### src/rtl/instr_fetch_unit_pkg.sv
// Shared types and constants for the instruction fetch unit: fetch entries,
// the derived fetch mode and the debug view of the fetch counters.
package instr_fetch_unit_pkg;

  localparam logic [31:0] NOP_INSTR   = 32'h0000_0013;
  localparam int          INSTR_BYTES = 4;

  typedef struct packed {
    logic [31:0] pc;
    logic [31:0] instr;
  } fetch_entry_t;

  // DRAIN means stale responses from before a redirect are still due.
  typedef enum logic {
    MODE_RUN   = 1'b0,
    MODE_DRAIN = 1'b1
  } fetch_mode_e;

  typedef struct packed {
    fetch_mode_e mode;
    logic [7:0]  outstanding;
    logic [7:0]  drop_cnt;
    logic [7:0]  fifo_count;
  } fetch_dbg_t;

  function automatic logic [31:0] align_pc(input logic [31:0] pc);
    return {pc[31:2], 2'b00};
  endfunction

endpackage

### src/rtl/instr_fetch_unit_if.sv
// Bus bundle between the fetch unit (master), instruction memory and decode.
// Handshakes: a transfer happens on a rising clk edge where valid and ready are
// both high; valid never waits on ready, and redirect_valid is a one-cycle pulse.
interface instr_fetch_unit_if;
  logic        imem_req_valid;
  logic        imem_req_ready;
  logic [31:0] imem_req_addr;
  logic        imem_resp_valid;
  logic [31:0] imem_resp_data;
  logic        redirect_valid;
  logic [31:0] redirect_pc;
  logic        if_valid;
  logic        if_ready;
  logic [31:0] if_pc;
  logic [31:0] if_instr;

  modport master (
    output imem_req_valid, imem_req_addr, if_valid, if_pc, if_instr,
    input  imem_req_ready, imem_resp_valid, imem_resp_data,
    input  redirect_valid, redirect_pc, if_ready
  );

  modport slave (
    input  imem_req_valid, imem_req_addr, if_valid, if_pc, if_instr,
    output imem_req_ready, imem_resp_valid, imem_resp_data,
    output redirect_valid, redirect_pc, if_ready
  );
endinterface

### src/rtl/instr_fetch_unit_fetch_fifo.sv
// Prefetch FIFO of {pc, instr} entries; flush empties it in one cycle and
// wins over push/pop. DEPTH must be a power of two so the pointers wrap freely.
module fetch_fifo
  import instr_fetch_unit_pkg::*;
#(
  parameter int DEPTH = 4
) (
  input  logic                           clk,
  input  logic                           rst_n,
  input  logic                           push,
  input  logic                           pop,
  input  logic                           flush,
  input  fetch_entry_t                   push_data,
  output fetch_entry_t                   head,
  output logic [$clog2(DEPTH+1)-1:0]     count,
  output logic                           empty,
  output logic                           full
);
  localparam int AW = $clog2(DEPTH);
  localparam int CW = $clog2(DEPTH + 1);

  fetch_entry_t   mem [DEPTH];
  logic [AW-1:0]  rd_ptr;
  logic [AW-1:0]  wr_ptr;
  logic           do_push;
  logic           do_pop;

  assign empty   = (count == '0);
  assign full    = (count == CW'(DEPTH));
  assign do_push = push && !full;
  assign do_pop  = pop && !empty;
  assign head    = mem[rd_ptr];

  always_ff @(posedge clk or negedge rst_n) begin
    if (!rst_n) begin
      rd_ptr <= '0;
      wr_ptr <= '0;
      count  <= '0;
    end else if (flush) begin
      rd_ptr <= '0;
      wr_ptr <= '0;
      count  <= '0;
    end else begin
      if (do_push) wr_ptr <= wr_ptr + 1'b1;
      if (do_pop)  rd_ptr <= rd_ptr + 1'b1;
      count <= count + CW'(do_push) - CW'(do_pop);
    end
  end

  // Storage needs no reset: an entry is only visible once count covers it.
  always_ff @(posedge clk) begin
    if (do_push && !flush) mem[wr_ptr] <= push_data;
  end

endmodule

### src/rtl/instr_fetch_unit.sv
// Instruction fetch front end: issues word-aligned reads under a credit limit,
// buffers in-order responses and hands {pc, instr} to decode; redirects flush.
module instr_fetch_unit
  import instr_fetch_unit_pkg::*;
#(
  parameter logic [31:0] RESET_PC        = 32'h0000_0000,
  parameter int          FIFO_DEPTH      = 4,
  parameter int          MAX_OUTSTANDING = 4
) (
  input  logic                   clk,
  input  logic                   rst_n,
  instr_fetch_unit_if.master     bus,
  output fetch_dbg_t             dbg
);
  localparam int OW = $clog2(MAX_OUTSTANDING + 1);
  localparam int CW = $clog2(FIFO_DEPTH + 1);

  logic [31:0]   fetch_pc;
  logic [31:0]   next_resp_pc;
  logic [31:0]   last_pc;
  logic [OW-1:0] outstanding;
  logic [OW-1:0] outstanding_after_resp;
  logic [OW-1:0] drop_cnt;
  logic [CW-1:0] fifo_count;
  logic          fifo_empty;
  logic          fifo_full;
  logic          can_issue;
  logic          req_fire;
  logic          push;
  logic          pop;
  fetch_entry_t  head;
  fetch_entry_t  push_entry;

  // Counting buffered plus in-flight words against the FIFO depth means a
  // response can always be pushed, so memory never needs back-pressure.
  assign can_issue = (32'(outstanding) + 32'(fifo_count) < 32'(FIFO_DEPTH)) &&
                     (32'(outstanding) < 32'(MAX_OUTSTANDING));

  assign bus.imem_req_valid = rst_n && !bus.redirect_valid && can_issue;
  assign bus.imem_req_addr  = fetch_pc;
  assign req_fire           = bus.imem_req_valid && bus.imem_req_ready;

  assign outstanding_after_resp = outstanding - OW'(bus.imem_resp_valid);
  assign push       = bus.imem_resp_valid && !bus.redirect_valid && (drop_cnt == '0);
  assign push_entry = '{pc: next_resp_pc, instr: bus.imem_resp_data};

  assign bus.if_valid = !fifo_empty && !bus.redirect_valid;
  assign pop          = bus.if_valid && bus.if_ready;
  assign bus.if_pc    = bus.if_valid ? head.pc : last_pc;
  assign bus.if_instr = bus.if_valid ? head.instr : NOP_INSTR;

  always_ff @(posedge clk or negedge rst_n) begin
    if (!rst_n) begin
      fetch_pc     <= RESET_PC;
      next_resp_pc <= RESET_PC;
      outstanding  <= '0;
      drop_cnt     <= '0;
      last_pc      <= '0;
    end else begin
      outstanding <= outstanding_after_resp + OW'(req_fire);
      if (bus.if_valid) last_pc <= head.pc;
      if (bus.redirect_valid) begin
        fetch_pc     <= align_pc(bus.redirect_pc);
        next_resp_pc <= align_pc(bus.redirect_pc);
        drop_cnt     <= outstanding_after_resp;
      end else begin
        if (req_fire) fetch_pc <= fetch_pc + 32'(INSTR_BYTES);
        if (bus.imem_resp_valid) begin
          if (drop_cnt != '0) drop_cnt     <= drop_cnt - 1'b1;
          else                next_resp_pc <= next_resp_pc + 32'(INSTR_BYTES);
        end
      end
    end
  end

  fetch_fifo #(.DEPTH(FIFO_DEPTH)) u_fifo (
    .clk       (clk),
    .rst_n     (rst_n),
    .push      (push),
    .pop       (pop),
    .flush     (bus.redirect_valid),
    .push_data (push_entry),
    .head      (head),
    .count     (fifo_count),
    .empty     (fifo_empty),
    .full      (fifo_full)
  );

  assign dbg.mode        = (drop_cnt != '0) ? MODE_DRAIN : MODE_RUN;
  assign dbg.outstanding = 8'(outstanding);
  assign dbg.drop_cnt    = 8'(drop_cnt);
  assign dbg.fifo_count  = 8'(fifo_count);

  a_out_max:    assert property (@(posedge clk) disable iff (!rst_n)
                  32'(outstanding) <= 32'(MAX_OUTSTANDING));
  a_credit:     assert property (@(posedge clk) disable iff (!rst_n)
                  32'(outstanding) + 32'(fifo_count) <= 32'(FIFO_DEPTH));
  a_drop_le:    assert property (@(posedge clk) disable iff (!rst_n) drop_cnt <= outstanding);
  a_resp_owed:  assert property (@(posedge clk) disable iff (!rst_n)
                  bus.imem_resp_valid |-> (outstanding != '0));
  a_push_room:  assert property (@(posedge clk) disable iff (!rst_n) push |-> !fifo_full);

endmodule

### src/flat_wrapper.sv
// flat-port wrapper written by rule: the top's interface ports become plain ports
module instr_fetch_unit_flat import instr_fetch_unit_pkg::*;
#(
  parameter logic [31:0] RESET_PC        = 32'h0000_0000,
  parameter int          FIFO_DEPTH      = 4,
  parameter int          MAX_OUTSTANDING = 4
)
  (clk, rst_n, dbg, bus_imem_req_valid, bus_imem_req_addr, bus_if_valid, bus_if_pc, bus_if_instr, bus_imem_req_ready, bus_imem_resp_valid, bus_imem_resp_data, bus_redirect_valid, bus_redirect_pc, bus_if_ready);
  instr_fetch_unit_if bus_i ();
  input  logic clk;
  input  logic rst_n;
  output fetch_dbg_t dbg;
  output wire logic [$bits(bus_i.imem_req_valid)-1:0] bus_imem_req_valid;
  output wire logic [$bits(bus_i.imem_req_addr)-1:0] bus_imem_req_addr;
  output wire logic [$bits(bus_i.if_valid)-1:0] bus_if_valid;
  output wire logic [$bits(bus_i.if_pc)-1:0] bus_if_pc;
  output wire logic [$bits(bus_i.if_instr)-1:0] bus_if_instr;
  input wire logic [$bits(bus_i.imem_req_ready)-1:0] bus_imem_req_ready;
  input wire logic [$bits(bus_i.imem_resp_valid)-1:0] bus_imem_resp_valid;
  input wire logic [$bits(bus_i.imem_resp_data)-1:0] bus_imem_resp_data;
  input wire logic [$bits(bus_i.redirect_valid)-1:0] bus_redirect_valid;
  input wire logic [$bits(bus_i.redirect_pc)-1:0] bus_redirect_pc;
  input wire logic [$bits(bus_i.if_ready)-1:0] bus_if_ready;
  assign bus_imem_req_valid = bus_i.imem_req_valid;
  assign bus_imem_req_addr = bus_i.imem_req_addr;
  assign bus_if_valid = bus_i.if_valid;
  assign bus_if_pc = bus_i.if_pc;
  assign bus_if_instr = bus_i.if_instr;
  assign bus_i.imem_req_ready = bus_imem_req_ready;
  assign bus_i.imem_resp_valid = bus_imem_resp_valid;
  assign bus_i.imem_resp_data = bus_imem_resp_data;
  assign bus_i.redirect_valid = bus_redirect_valid;
  assign bus_i.redirect_pc = bus_redirect_pc;
  assign bus_i.if_ready = bus_if_ready;
  instr_fetch_unit #(.RESET_PC(RESET_PC), .FIFO_DEPTH(FIFO_DEPTH), .MAX_OUTSTANDING(MAX_OUTSTANDING)) u_core (.clk(clk), .rst_n(rst_n), .bus(bus_i), .dbg(dbg));
endmodule
### config.mk
export PLATFORM = sky130hd
export DESIGN_NAME = instr_fetch_unit_flat
export DESIGN_NICKNAME = d
export VERILOG_FILES = /design/src/rtl/instr_fetch_unit_pkg.sv /design/src/rtl/instr_fetch_unit_if.sv /design/src/rtl/instr_fetch_unit_fetch_fifo.sv /design/src/rtl/instr_fetch_unit.sv /design/src/flat_wrapper.sv
export SDC_FILE = /design/constraint.sdc
export NUM_CORES = 1
export LEC_CHECK = 0
export ABC_AREA = 1
export CELL_PAD_IN_SITES_DETAIL_PLACEMENT = 1
export CELL_PAD_IN_SITES_GLOBAL_PLACEMENT = 1
export CORE_MARGIN = 8
export CORE_UTILIZATION = 41
export CTS_BUF_LIST = sky130_fd_sc_hd__clkbuf_4 sky130_fd_sc_hd__clkbuf_8
export DETAILED_ROUTE_END_ITERATION = 6
export PLACE_DENSITY = 0.8
export SLEW_MARGIN = 40
export SYNTH_ARGS = -nofsm -noshare
export SYNTH_HDL_FRONTEND = slang
export SYNTH_SLANG_ARGS = --single-unit
### constraint.sdc
create_clock -name clk -period 4.6 [get_ports clk]
set_clock_uncertainty 0.15 [all_clocks]
set_input_delay 0.92 -clock clk [delete_from_list [all_inputs] [get_ports clk]]
set_output_delay 0.92 -clock clk [all_outputs]
set_load 0.05 [all_outputs]
# ---- Yosys cells after proc, flatten, opt, wreduce, memory -nomap -nowiden
# Memory sizes are Yosys's and may differ from the RTL's.
# Cells that the tools add are included.
dict set report word_totals {
  regBits 109
  mem_bits_rw 256
  inputBits 70
  out_inout_bits 123
  mem_count 1
}
# name depth word_bits rd rd_ports_with_merged_regs write_ports line
set mem_list {}
lappend mem_list {u_core.u_fifo.mem 4 64 1 0 1 instr_fetch_unit_fetch_fifo.sv:22} ;# fetch_entry_t mem [DEPTH];
dict set report op_classes {
  addsub 10
  n_lt_le_gt_ge 2
  eq_ne 2
  mux 18
  n_reduce_logical 24
}
# cell count
set ops {}
lappend ops {{32-bit 2-to-1 mux} 7}
lappend ops {{32-bit by 3-bit adder with 32-bit output (second input constant)} 2}
lappend ops {{32-bit by 3-bit < comparator with 1-bit output (second input constant)} 1}
lappend ops {{3-bit 2-to-1 mux} 4}
lappend ops {{1-bit logical AND} 11}
lappend ops {{2-bit nonzero test} 5}
lappend ops {{2-bit 2-to-1 mux} 4}
lappend ops {{3-bit by 1-bit adder with 3-bit output} 2}
lappend ops {{3-bit logical NOT} 2}
lappend ops {{3-bit by 1-bit subtractor with 3-bit output} 2}
lappend ops {{2-bit by 1-bit adder with 2-bit output (second input constant)} 2}
lappend ops {{3-bit by 3-bit adder with 4-bit output} 1}
lappend ops {{2-bit AND reduction} 2}
lappend ops {{3-bit equality test (second input constant)} 1}
lappend ops {{1-bit logical NOT} 3}
lappend ops {{3-bit < comparator (second input constant)} 1}
lappend ops {{1-bit 2-to-1 mux} 3}
lappend ops {{3-bit nonzero test} 1}
lappend ops {{3-bit by 1-bit subtractor with 3-bit output (second input constant)} 1}
lappend ops {{2-bit inequality test (second input constant)} 1}

# ---- Logic depth before layout (Yosys ltp)
dict set report depth {
  ltp_word 7
  mapped_depth 14
  depth_no_buf 14
}

# ---- Hierarchy
# Synthesis repeated with hierarchy kept, for this count alone.
dict set report hier_totals {
  cells_unflattened 1619
  hier_area_um2 16502.1
}
# module n_inst cells_each area_per_inst_um2
set modules_own_cells {}
lappend modules_own_cells {fetch_fifo 1 682 10171.0}
lappend modules_own_cells {instr_fetch_unit 1 937 6331.1}

# ---- Least setup slack after synthesis
# OpenSTA, ideal clock, no wires.
dict set report synth_timing {
  kind {reg-to-reg}
  startpoint {register u_core.drop_cnt[0]}
  endpoint {memory u_core.u_fifo.mem[0][0] in the netlist's numbering (enable)}
  t_arrival_ns 4.289
  t_required_ns 3.968
  path_slack_ns -0.321
  path_stages_with_launch 9
  n_path_buf 0
  synth_period_minus_slack_ns 4.921
  cell_sequence {dfrtp_1 > inv_1 > ha_1 > nand2_2 > nor2_4 > nand2_1 > inv_2 > nand2_2 > nor2_1}
}
dict set report synth_between {
  elab_chain_len 6
}
# element line
set synth_lines {}
lappend synth_lines {{start, declared} instr_fetch_unit.sv:23} ;# logic [OW-1:0] drop_cnt;
lappend synth_lines {{start signal, assigned} instr_fetch_unit.sv:65} ;# drop_cnt <= outstanding_after_resp;
lappend synth_lines {{start signal, assigned} instr_fetch_unit.sv:69} ;# if (drop_cnt != '0) drop_cnt <= drop_cnt - 1'b1;
lappend synth_lines {{3-bit logical NOT} instr_fetch_unit.sv:44} ;# assign push = bus.imem_resp_valid && !bus.redirect_valid && (drop_cnt == '0);
lappend synth_lines {{1-bit logical AND} instr_fetch_unit.sv:44}
lappend synth_lines {{1-bit logical AND} instr_fetch_unit_fetch_fifo.sv:30} ;# assign do_push = push && !full;
lappend synth_lines {{1-bit logical AND} instr_fetch_unit_fetch_fifo.sv:52} ;# if (do_push && !flush) mem[wr_ptr] <= push_data;
lappend synth_lines {{1-bit 2-to-1 mux} instr_fetch_unit_fetch_fifo.sv:52}
lappend synth_lines {{1-bit 2-to-1 mux (implied by the code)} instr_fetch_unit_fetch_fifo.sv:52}
lappend synth_lines {{end, declared} instr_fetch_unit_fetch_fifo.sv:22}
# Every way passes these cells.

# ---- Final worst setup path
dict set report layout_timing {
  startpoint {register u_core.u_fifo.rd_ptr[0]}
  endpoint {output bus_if_instr[1]}
}
dict set report layout_between {
  elab_chain_len 2
}
# element line
set layout_lines {}
lappend layout_lines {{start, declared} instr_fetch_unit_fetch_fifo.sv:23} ;# logic [AW-1:0] rd_ptr;
lappend layout_lines {{start signal, assigned} instr_fetch_unit_fetch_fifo.sv:45} ;# if (do_pop) rd_ptr <= rd_ptr + 1'b1;
lappend layout_lines {{memory 4 x 64 bit} n/a}
lappend layout_lines {{32-bit 2-to-1 mux} instr_fetch_unit.sv:50} ;# assign bus.if_instr = bus.if_valid ? head.instr : NOP_INSTR;
lappend layout_lines {{end, declared} flat_wrapper.sv:17} ;# output wire logic [$bits(bus_i.if_instr)-1:0] bus_if_instr;
# Every way passes these cells.

==> impl_metrics.ini <==
[floorplan]
die_h_um = 211.8
die-area_um2 = 44840
die_width_um = 211.8
ios = 193
coreArea_um2 = 37670
num_rows = 71
initial_core_util_pct = 41.72

[clocking]
cts_tree = yes
clock_path_buffers = 3
path_clk_slew_ps = 60
cts_hold_buffers = 0
postCtsSetupRepairBufs = 0
cts_max_level = 2
cts_buffers = 59
cts.sinks = 353
cts_resized = 0
cts_root_buffer = clkbuf_8
insertion_delay_ps = 640

[global_routing]
track_usage_pct = 21.01
antenna_found_initial = 0
grt_pass1_vias = 13590
grt_max_degree = 69
grt_overflow_total = 0
grt_first_pass_wirelength_um = 73740

[setup_path]
required_ps = 3530
endpoint_kind = output pin
critPathArrivalTime_ps = 3270
r2r_start = u_core.drop_cnt[0]$_DFFE_PN0P_
endpoint = bus_if_instr[1]
cp_max_fo = 35
cp-startpoint = u_core.u_fifo.rd_ptr[0]$_DFFE_PN0P_
reg2reg_depth = 14
r2r_setup_slack_ps = 1660
worst_setup_path_start_kind = register
crit_type = register to output pin
r2r-end = u_core.u_fifo.count[2]$_DFF_PN0_

[drt]
drtIter0Drc = 619
drtAntennaViolNets = 0
vias = 12220
drt-total-wl_um = 46760
drc_errors = 0
vias_per_cell = 5.274
first_pass_iters = 5
wl_per_cell_um = 20.17

[power_and_ir_drop]
peakVddDrop_uv = 279.7
seq_power_share_pct = 36.7
p_per_area_nw_per_um2 = 569.7
comb_power_share_pct = 38.7
intPower_w = 0.006695
p_leak_nw = 7.498
p_sw_w = 0.004437
clockPowerShare_pct = 24.6
switching_share_pct = 39.86

[cells_and_area]
final_cell_mix = 367 x nor2_1, 248 x edfxtp_1, 240 x nand2_1, 149 x o21ai_0, 109 x clkdlybuf4s50_1
post-route-util_pct = 51.88
final_nets = 1846
syn_to_final_growth_pct = 24.37
drive_gt1_share_pct = 12.45
mostFrequentLayoutCell = nor2_1
antennaDiodeCount = 0

[run_status]
status = finished clean

[hold_path]
hold_path.class = input port to asynchronous set/reset pin

[timing]
slew_headroom_pct = 46.41
finalHoldViolations = 0
drv_slew = 0
fin_crit_ps = 4341
rsz0062_at_grt = no
clock.fmax_mhz = 230.4
period_share_pct = 94.37
fin_ws_ps = 259.1
finalSetupViolCount = 0
tightest_slew_ps = 803.9

[logic_synthesis]
ys_seq_elements = 353
yosysSeqAreaShare_pct = 64.12
netlist_area_um2 = 15710
yosysWarnings = 0
synth_cells = 1570
syn_avg_cell_area_um2 = 10.01
synth_cell_types = 38

[placement]
dp_hpwl_um = 31020
portBuffers = 173
pre_cts_ws_ps = 769.9
gp_congestion = 0.9071

[flow_run]
drv_cap = 0
==> layer usage <==
metal | vias to the layer above | track usage (%) | share of wire [%] | wire length [um]
met3 | 84 | 4.185 | 5.4 | 2505
met2 | 351 | 36.69 | 50 | 23230
met5 | - | 0 | 0 | 0
met4 | 0 | 8.148 | 3.2 | 1477
met1 | 6140 | 25.33 | 42 | 19540
li1 | 5649 | - | - | -
==> cell type report <==
type	instances	area, um^2
Clock inverter	27	158.9
Fill cell	4206	18120
Multi-Input combinational cell	1046	4903
Timing Repair Buffer	195	2372
Sequential cell	353	10080
Tap cell	511	639.4
Clock buffer	82	997.2
Inverter	104	390.4
==> flip-flops by register name, summed over array words and instances, names as in the netlist <==
register	cells
u_core.u_fifo.mem	248
u_core.last_pc	32
u_core.bus.imem_req_addr	30
u_core.next_resp_pc	30
u_core.drop_cnt	3
u_core.outstanding	3
u_core.u_fifo.count	3
u_core.u_fifo.rd_ptr	2
u_core.u_fifo.wr_ptr	2
==> power groups by stage <==
stage	clock network [W]	registers [W]	logic, W
floorplan	0	0.00428	0.00233
global placement	0	0.00411	0.00424
detailed placement	0	0.00414	0.00436
CTS	0.00281	0.00408	0.00438
global route	0.00293	0.00412	0.00460
finish	0.00274	0.00408	0.00431
==> cells in the mapped netlist (all sizes together) <==
cell      n  area, um^2
or2       1       6.260
o311ai    4       35.04
xnor2     6       52.55
conb      1       3.750
xor2     13       113.9
a31oi    33       206.5
a21oi    39       195.2
nor3      9       55.05
o21ai   159       795.8
edfxtp  248        7447
nand2   250       963.4
nand3b    4       30.03
and2      1       6.260
nand4    11       68.82
ha       16       200.2
nor4      1       6.260
inv     104       390.4
nor2    384        1491
fa        1       20.02
nand3    77       402.9
clkbuf   24       90.09
buf      59       351.6
o211ai   16       120.1
o21bai    2       15.01
dfrtp   105        2628
o221ai    2       17.52
==> kinds of logic (layout without fill, tap and decap cells) <==
logic type               Yosys count  in the layout  share of synthesized area, %
AND/OR/NAND/NOR                  738            738                         19.29
flip-flops                       353            353                         64.12
AO/OA/AOI/OAI                    255            255                         8.815
buffers and inverters            187            408                         5.295
XOR/XNOR                          19             19                         1.059
adder cells (fa/ha/maj)           17             17                         1.401
other                              1             17                       0.02387
==> worst max-delay path: stages (launching register included) <==
cell,delay (ps)
dfrtp_4,640
inv_2,400
nor2_1,90
o311ai_0,550
clkdlybuf4s50_1,930
==> how the worst min path moves through the flow <==
stage | from | end | slack [ps]
CTS | rst_n | u_core.bus.imem_req_addr[30]$_DFFE_PN0P_ | 9
global placement | u_core.last_pc[1]$_DFF_PN0_ | u_core.last_pc[1]$_DFF_PN0_ | 330
global route | rst_n | u_core.bus.imem_req_addr[30]$_DFFE_PN0P_ | 30
finish | rst_n | u_core.bus.imem_req_addr[30]$_DFFE_PN0P_ | 30
detailed placement | u_core.last_pc[0]$_DFF_PN0_ | u_core.last_pc[0]$_DFF_PN0_ | 330
floorplan | u_core.next_resp_pc[5]$_DFFE_PN0P_ | u_core.u_fifo.mem[0][37]$_DFFE_PP_ | 350
==> per-stage QoR <==
stage	TNS (ps)	cell area, um^2	power (W)	cells	hold WS [ps]
2_1_floorplan	-79570	15770	0.006604	1586	346.4
3_3_place_gp	0	18390	0.008348	2209	325.9
3_5_place_dp	0	18390	0.008498	2209	333.2
4_1_cts	0	19540	0.01126	2318	8.866
5_1_grt	0	19540	0.01166	2318	34.43
6_report	0	19540	0.01113	2318	34.56
No activity file was read; power rests on OpenSTA's default activity.
